--- config.mk ---
export PLATFORM = sky130hd
export DESIGN_NAME = mul32_seq
export DESIGN_NICKNAME = d
export VERILOG_FILES = /design/src/rtl/mul_pkg.sv /design/src/rtl/sb_mac16.sv /design/src/rtl/mul32_seq.sv
export SDC_FILE = /design/constraint.sdc
export NUM_CORES = 1
export LEC_CHECK = 0
export CORE_ASPECT_RATIO = 1.1
export CORE_MARGIN = 3
export CORE_UTILIZATION = 45
export CTS_CLUSTER_DIAMETER = 50
export DETAILED_ROUTE_END_ITERATION = 8
export PLACE_DENSITY = 0.68
export SLEW_MARGIN = 20
export SYNTH_ARGS = -nofsm -noshare
export SYNTH_HDL_FRONTEND = slang
export SYNTH_HIERARCHICAL = 1
export SYNTH_SLANG_ARGS = --single-unit
--- constraint.sdc ---
create_clock -name CLK -period 14.7 [get_ports CLK]
set_clock_uncertainty 0.05 [all_clocks]
set_input_delay 2.94 -clock CLK [delete_from_list [all_inputs] [get_ports CLK]]
set_output_delay 2.94 -clock CLK [all_outputs]
set_load 0.02 [all_outputs]
--- src/rtl/mul_pkg.sv ---
// Shared types and constants for the sequential 32x32 multiplier.
package mul_pkg;

    typedef enum logic [1:0] {
        F_MUL    = 2'b00,
        F_MULH   = 2'b01,
        F_MULHSU = 2'b10,
        F_MULHU  = 2'b11
    } funct_e;

    typedef enum logic [2:0] {
        S_IDLE = 3'd0,
        S_P0   = 3'd1,
        S_P1   = 3'd2,
        S_P2   = 3'd3,
        S_P3   = 3'd4,
        S_SIGN = 3'd5,
        S_DONE = 3'd6
    } state_e;

    localparam int unsigned SH_P0 = 0;
    localparam int unsigned SH_P1 = 16;
    localparam int unsigned SH_P2 = 16;
    localparam int unsigned SH_P3 = 32;

    function automatic logic signed_a(input funct_e f);
        return (f == F_MULH) || (f == F_MULHSU);
    endfunction

    function automatic logic signed_b(input funct_e f);
        return (f == F_MULH);
    endfunction

endpackage

--- src/rtl/sb_mac16.sv ---
// 16x16 multiplier slice with optional input/product registers and output selects.
module sb_mac16 #(
    parameter bit         A_REG            = 1'b0,
    parameter bit         B_REG            = 1'b0,
    parameter bit         MULT_REG         = 1'b0,
    parameter bit         A_SIGNED         = 1'b0,
    parameter bit         B_SIGNED         = 1'b0,
    parameter logic [1:0] TOPOUTPUT_SELECT = 2'b11,
    parameter logic [1:0] BOTOUTPUT_SELECT = 2'b11
) (
    input  logic        CLK,
    input  logic        RSTN,
    input  logic        CE,
    input  logic [15:0] A,
    input  logic [15:0] B,
    output logic [31:0] O
);

    logic [15:0]        a_q, b_q, a_s, b_s;
    logic signed [16:0] a_e, b_e;
    logic [31:0]        p16;
    logic [15:0]        p8_hi, p8_lo;
    logic [63:0]        prod_q, prod_c, prod;

    always_ff @(posedge CLK or negedge RSTN) begin
        if (!RSTN) begin
            a_q    <= '0;
            b_q    <= '0;
            prod_q <= '0;
        end else if (CE) begin
            a_q    <= A;
            b_q    <= B;
            prod_q <= prod_c;
        end
    end

    always_comb begin
        a_s   = A_REG ? a_q : A;
        b_s   = B_REG ? b_q : B;
        a_e   = {A_SIGNED & a_s[15], a_s};
        b_e   = {B_SIGNED & b_s[15], b_s};
        // A 16x16 product of either signedness fits in the low 32 bits.
        p16   = 32'(a_e) * 32'(b_e);
        p8_hi = {8'b0, a_s[15:8]} * {8'b0, b_s[15:8]};
        p8_lo = {8'b0, a_s[7:0]} * {8'b0, b_s[7:0]};
        prod_c = {p16, p8_hi, p8_lo};
        prod   = MULT_REG ? prod_q : prod_c;
    end

    always_comb begin
        case (TOPOUTPUT_SELECT)
            2'b11:   O[31:16] = prod[63:48];
            2'b10:   O[31:16] = prod[31:16];
            default: O[31:16] = '0;
        endcase
        case (BOTOUTPUT_SELECT)
            2'b11:   O[15:0] = prod[47:32];
            2'b10:   O[15:0] = prod[15:0];
            default: O[15:0] = '0;
        endcase
    end

endmodule

--- src/rtl/mul32_seq.sv ---
// RV32M multiplier: four 16x16 partial products on one multiplier, then sign fix-up.
module mul32_seq
    import mul_pkg::*;
#(
    parameter bit NEG_OUT = 1'b0
) (
    input  logic        CLK,
    input  logic        RSTN,
    input  logic        START,
    input  logic [1:0]  FUNCT,
    input  logic [31:0] RS1,
    input  logic [31:0] RS2,
    output logic        BUSY,
    output logic        DONE,
    output logic [31:0] RESULT
);

    logic        clk_g;
    state_e      state_q, state_d;
    funct_e      funct_q, funct_d, funct_in;
    logic [31:0] a_q, a_d, b_q, b_d;
    logic        neg_q, neg_d;
    logic [63:0] acc_q, acc_d;
    logic [31:0] result_q, result_d;
    logic        sa, sb;
    logic [15:0] mul_a, mul_b;
    logic [31:0] pp;
    logic [63:0] pp_sh, acc_fix;

    assign clk_g = CLK ^ NEG_OUT;

    sb_mac16 #(
        .A_REG            (1'b0),
        .B_REG            (1'b0),
        .MULT_REG         (1'b0),
        .A_SIGNED         (1'b0),
        .B_SIGNED         (1'b0),
        .TOPOUTPUT_SELECT (2'b11),
        .BOTOUTPUT_SELECT (2'b11)
    ) u_mac (
        .CLK  (clk_g),
        .RSTN (RSTN),
        .CE   (1'b1),
        .A    (mul_a),
        .B    (mul_b),
        .O    (pp)
    );

    always_comb begin
        funct_in = funct_e'(FUNCT);
        sa       = signed_a(funct_in);
        sb       = signed_b(funct_in);
        mul_a    = (state_q == S_P0 || state_q == S_P1) ? a_q[15:0] : a_q[31:16];
        mul_b    = (state_q == S_P0 || state_q == S_P2) ? b_q[15:0] : b_q[31:16];
        case (state_q)
            S_P1:    pp_sh = {32'b0, pp} << SH_P1;
            S_P2:    pp_sh = {32'b0, pp} << SH_P2;
            S_P3:    pp_sh = {32'b0, pp} << SH_P3;
            default: pp_sh = {32'b0, pp} << SH_P0;
        endcase
        acc_fix = neg_q ? (~acc_q + 64'd1) : acc_q;
    end

    always_comb begin
        state_d  = state_q;
        funct_d  = funct_q;
        a_d      = a_q;
        b_d      = b_q;
        neg_d    = neg_q;
        acc_d    = acc_q;
        result_d = result_q;
        case (state_q)
            S_IDLE: begin
                if (START) begin
                    state_d = S_P0;
                    funct_d = funct_in;
                    a_d     = (sa & RS1[31]) ? (~RS1 + 32'd1) : RS1;
                    b_d     = (sb & RS2[31]) ? (~RS2 + 32'd1) : RS2;
                    neg_d   = (sa & RS1[31]) ^ (sb & RS2[31]);
                    acc_d   = '0;
                end
            end
            S_P0: begin acc_d = acc_q + pp_sh; state_d = S_P1; end
            S_P1: begin acc_d = acc_q + pp_sh; state_d = S_P2; end
            S_P2: begin acc_d = acc_q + pp_sh; state_d = S_P3; end
            S_P3: begin acc_d = acc_q + pp_sh; state_d = S_SIGN; end
            S_SIGN: begin
                // Result is taken from the fixed-up sum so it is valid in the DONE cycle.
                acc_d    = acc_fix;
                result_d = (funct_q == F_MUL) ? acc_fix[31:0] : acc_fix[63:32];
                state_d  = S_DONE;
            end
            S_DONE:  state_d = S_IDLE;
            default: state_d = S_IDLE;
        endcase
    end

    always_ff @(posedge clk_g or negedge RSTN) begin
        if (!RSTN) begin
            state_q  <= S_IDLE;
            funct_q  <= F_MUL;
            a_q      <= '0;
            b_q      <= '0;
            neg_q    <= 1'b0;
            acc_q    <= '0;
            result_q <= '0;
        end else begin
            state_q  <= state_d;
            funct_q  <= funct_d;
            a_q      <= a_d;
            b_q      <= b_d;
            neg_q    <= neg_d;
            acc_q    <= acc_d;
            result_q <= result_d;
        end
    end

    assign BUSY   = (state_q == S_P1) || (state_q == S_P2) ||
                    (state_q == S_P3) || (state_q == S_SIGN);
    assign DONE   = (state_q == S_DONE);
    assign RESULT = result_q;

endmodule

==> results of run 1 <==
-- worst paths after layout --
kind | to | depth (start not counted) | slack (ns)
worst max-delay path | acc_q[55]$_DFFE_PN0P_ | 32 | 3.50
worst min-delay path | RESULT[28]$_DFFE_PN0P_ | 2 | 0.42
worst max register to register | acc_q[55]$_DFFE_PN0P_ | 32 | 3.50
worst min register to register | RESULT[28]$_DFFE_PN0P_ | 2 | 0.42
max in group asynchronous | neg_q$_DFFE_PN0P_ | 2 | 10.61
min in group asynchronous | RESULT[21]$_DFFE_PN0P_ | 1 | 2.50
-- cell usage in the layout (no fill, tap or decap), types with 35 or more instances in the layout --
master,instances
a21o_1,42
dfrtp_1,165
nor2_1,206
ha_1,171
fa_1,195
o21ai_0,192
nor3_1,46
xnor2_1,103
inv_1,265
and2_1,147
nand2_1,386
mux2_2,35
xor2_1,98
clkdlybuf4s50_1,101
a21oi_1,236
-- critical path: cells and delay by family, from the launching register on --
kind | cells | cell delay (ns)
fa+ha+maj | 8 | 3.72
compound gates | 12 | 3.04
simple gates | 4 | 1.80
flops | 1 | 0.97
xor+xnor | 2 | 0.59
mux | 1 | 0.55
buf+inv | 5 | 0.31
-- flip-flops by register name, indices dropped and copies added (netlist names) --
register	cells
b_q	32
funct_q	2
RESULT	32
a_q	32
state_q	3
acc_q	64
neg_q	1
-- metal layers --
layer	vias up	wire length [um]	track usage (%)
met5	-	0	0
met1	10119	30570	33.62
met2	737	36300	46.68
met3	161	3965	3.854
met4	0	3959	14.64
li1	9752	-	-
-- cell type report --
class                   count  area share, %
flip-flops and latches    166          16.53
multi-input cells        2291          69.28
diodes                      1       0.009957
clock buffers              17          1.693
well taps                 660          3.286
clock inverters            15         0.6920
repair buffers            118          4.545
inverters                 265          3.958
-- metrics by stage --
| step | hold slack, ns | area (um^2) | utilization [%] |
|---|---|---|---|
| after floorplan | 0.4250 | 23180 | - |
| after global placement | 0.4050 | 24530 | 48.61 |
| after detailed placement | 0.4098 | 24530 | 48.61 |
| after CTS | 0.4268 | 25130 | 49.80 |
| after global routing | 0.4483 | 25130 | 49.80 |
| final | 0.4217 | 25130 | 49.80 |
==> run summary, run 1 <==
share of cells above drive strength 1 - 4.318%
Min-Delay Path Class - register to register
dpl ws - 3.484 ns
overall via count from detail_route - 20769
RR Startpoint - state_q[2]$_DFFE_PN0P_
Initial Util - 45.93%
Critical Path RT - 14.98 ns
Setup WS post-layout - 3.502 ns
CORE AREA - 50470 um^2
HPWL Detailed - 59.90 mm
Seq. cell area - 4155 um^2
Fin. Hold Viols - 0
crit path launch type - register
die height - 244.0 um
row cnt - 86
initial DRC count - 1946
setup TNS - 0 ns
Worst Tran Pin Value - 1.021 ns
mean post-synth cell area - 8.018 um^2
drt drc - 0
CTS tree - done
synth-to-layout area growth - 8.420%
Overflow after GRT - 0
Post-CTS Hold Buffers - 0
CP Data Arrival Time - 11.48 ns
critical path type - register to register
wire length per cell - 21.17 um
total track usage - 27.37%
RSZ-0062 raised after global routing - false
clock input transition at the sequential cells of the worst setup and hold paths - 0.07 ns
Multi-input gate area - 17410 um^2
antenna violations before repair - 0
global-route wire length before repair - 116.9 mm
Final Setup Violations - 0
Slowest-stage cell, CP - dfrtp_1
hold_sp - RESULT[28]$_DFFE_PN0P_
filler cell count - 4854
depth of the CTS H-tree - 4
Routed Antenna Nets - 0
NumNets Final - 3294
Post-CTS Setup Bufs - 0
synthesized area - 23180 um^2
Routability Congestion - 0.9727
Max-slew headroom - 31.96%
TritonCTS Buffers - 17
Critical Path Max Stage Delay - 0.97 ns
Ys Warns - 6
Max-Cap Viols - 0
Fmax - 89.30 MHz
Die X - 222.4 um
CTS root buffer - clkbuf_16
critical path endpoint category - register
Critical Path Source - state_q[2]$_DFFE_PN0P_
Top cell by count, worst path - fa_1
first drt pass iteration count - 6
Final Max Tran Viols - 0
Die ar. - 54280 um^2
Final min period - 11.20 ns
clock sink count - 166
port buffer count - 102
vias in the first global route - 21107
Clk Latency, worst-skew pair - 0.49 ns
DR vias/cell - 5.879
fin crit share - 76.18%
CP max FO - 29
largest net degree at the start of global routing - 116
post-CTS resize count - 0
post-route insts no fill - 3533
total routed wirelength - 74.80 mm
IO Pins - 103
cell count after synthesis - 2891
# placed instances - 3500
Max Root-Sink Buffers - 2
status - complete, no violations
syn_nets - 3326
Power of run 1 is left out: the tool's default activity adds up to more than one toggle a clock period on the data nets, which glitch-free logic cannot reach.
==> run 2, diff against run 1 <==
--- a/config.mk
+++ b/config.mk
@@ -10,7 +10,7 @@
 export CORE_UTILIZATION = 45
 export CTS_CLUSTER_DIAMETER = 50
 export DETAILED_ROUTE_END_ITERATION = 8
-export PLACE_DENSITY = 0.68
+export PLACE_DENSITY = 0.71
 export SLEW_MARGIN = 20
 export SYNTH_ARGS = -nofsm -noshare
 export SYNTH_HDL_FRONTEND = slang
==> constraint.sdc (replaced) <==
create_clock -name CLK -period 10 [get_ports CLK]
set_clock_uncertainty 0.05 [all_clocks]
set_input_delay 2 -clock CLK [delete_from_list [all_inputs] [get_ports CLK]]
set_output_delay 2 -clock CLK [all_outputs]
set_load 0.02 [all_outputs]
==> run 2 against run 1 <==
Effect of this change:
- cell count increased by 0.88%
- setup slack got worse by 3.1 ns
- sequential share of layout area decreased by 0.22 points
- hold slack got worse by 0.0024 ns
- cell area increased by 1.4%
- die area unchanged
==> run summary, run 2 (synthesized netlist as in run 1, its figures left out) <==
CTS tree - done
CTS root buffer - clkbuf_16
CP max FO - 17
CORE AREA - 50470 um^2
vias in the first global route - 21308
commonest cells after routing, fill and taps aside - 386 x nand2_1, 265 x inv_1, 235 x a21oi_1, 204 x nor2_1, 195 x fa_1
Critical Path RT - 10.29 ns
hold_ws - 0.4193 ns
Die ar. - 54280 um^2
R2R setup slack - 0.41 ns
Max-Cap Viols - 0
HPWL Detailed - 59.40 mm
Final Setup Violations - 0
Routed Antenna Nets - 0
RR Startpoint - state_q[0]$_DFFE_PN0P_
max reg flops - 64
setup TNS - 0 ns
total routed wirelength - 73.88 mm
Top cell by count, worst path - fa_1
total track usage - 27.09%
depth of the CTS H-tree - 4
most common cell after layout, fill and taps aside - nand2_1
Final Max Tran Viols - 0
share of cells above drive strength 1 - 5.787%
Slowest-stage cell, CP - fa_1
fin crit share - 95.85%
row cnt - 86
Critical Path End - acc_q[63]$_DFFE_PN0P_
initial DRC count - 2051
Final min period - 9.585 ns
Max Root-Sink Buffers - 2
antenna violations before repair - 0
Post-CTS Hold Buffers - 0
worst reg2reg path depth - 34
clock sink count - 166
Fin. Hold Viols - 0
port buffer count - 102
Die X - 222.4 um
Initial Util - 45.93%
Fmax - 104.3 MHz
dpl ws - 0.2059 ns
filler cell count - 4797
Biggest register - acc_q
DR vias/cell - 5.871
wire length per cell - 20.73 um
Setup WS post-layout - 0.4148 ns
critical path type - register to register
crit path launch type - register
Max-slew headroom - 33.96%
RSZ-0062 raised after global routing - false
Routability Congestion - 0.9724
drt drc - 0
NumNets Final - 3325
Critical R2R Capture - acc_q[63]$_DFFE_PN0P_
overall via count from detail_route - 20924
Critical Path Source - state_q[0]$_DFFE_PN0P_
synth-to-layout area growth - 9.899%
first drt pass iteration count - 6
global-route wire length before repair - 117.0 mm
IO Pins - 103
Min-Delay Path Class - register to register
Clk Latency, worst-skew pair - 0.49 ns
Worst Tran Pin Value - 0.9905 ns
CP Data Arrival Time - 9.88 ns
largest net degree at the start of global routing - 110
die height - 244.0 um
clock input transition at the sequential cells of the worst setup and hold paths - 0.07 ns
Overflow after GRT - 0
Critical Path Max Stage Delay - 0.52 ns
status - complete, no violations
critical path endpoint category - register
TritonCTS Buffers - 17
-- run 2: timing repair --
item	CTS	global route
buffers inserted	0	1
resized for setup	0	18
endpoints found under the hold margin	0	0
endpoints found under the setup margin	0	40
-- run 2: per-layer routing --
layer	track usage (%)	wire length, um
met1	33.92	30820
met4	12.92	3675
met2	46.19	35500
met5	0	0
met3	3.806	3878
-- run 2: worst max-delay path: cells and delay by family, from the launching register on --
| family | cells | cell delay (ns) |
|---|---|---|
| AO/OA/AOI/OAI | 14 | 3.25 |
| AND/OR/NAND/NOR | 3 | 0.47 |
| multiplexers | 2 | 0.66 |
| XOR/XNOR | 2 | 0.41 |
| buffers and inverters | 5 | 0.38 |
| flip-flops | 1 | 0.49 |
| adder cells (fa/ha/maj) | 8 | 3.70 |
-- run 2: cell type report --
class                      instances  area, um^2  area share (%)
antenna                            1       2.502        0.009823
inverter                         265       994.7           3.905
multi-input combinational       2291       17500           68.70
clock buffer                      20       466.7           1.832
clock inverter                    12       141.4          0.5550
timing repair buffer             149        1388           5.447
tap                              660       825.8           3.241
sequential                       166        4155           16.31
-- run 2: stage by stage --
stage	cells	instance area, um^2	util, %
after floorplan	2891	23180	-
after global placement	3530	24770	49.08
after detailed placement	3530	24770	49.08
after CTS	3562	25380	50.29
after global routing	3563	25470	50.48
final	3564	25480	50.48
-- run 2: how the worst min path moves through the flow --
stage | start | slack, ns | to | depth (start not counted)
2_1_floorplan | a_q[0]$_DFFE_PN0P_ | 0.42 | a_q[0]$_DFFE_PN0P_ | 1
3_3_place_gp | RESULT[26]$_DFFE_PN0P_ | 0.40 | RESULT[26]$_DFFE_PN0P_ | 2
3_5_place_dp | RESULT[28]$_DFFE_PN0P_ | 0.41 | RESULT[28]$_DFFE_PN0P_ | 2
4_1_cts | RESULT[28]$_DFFE_PN0P_ | 0.42 | RESULT[28]$_DFFE_PN0P_ | 2
5_1_grt | RESULT[9]$_DFFE_PN0P_ | 0.46 | RESULT[9]$_DFFE_PN0P_ | 2
6_report | RESULT[28]$_DFFE_PN0P_ | 0.42 | RESULT[28]$_DFFE_PN0P_ | 2
Power of run 2 is left out for the same reason.
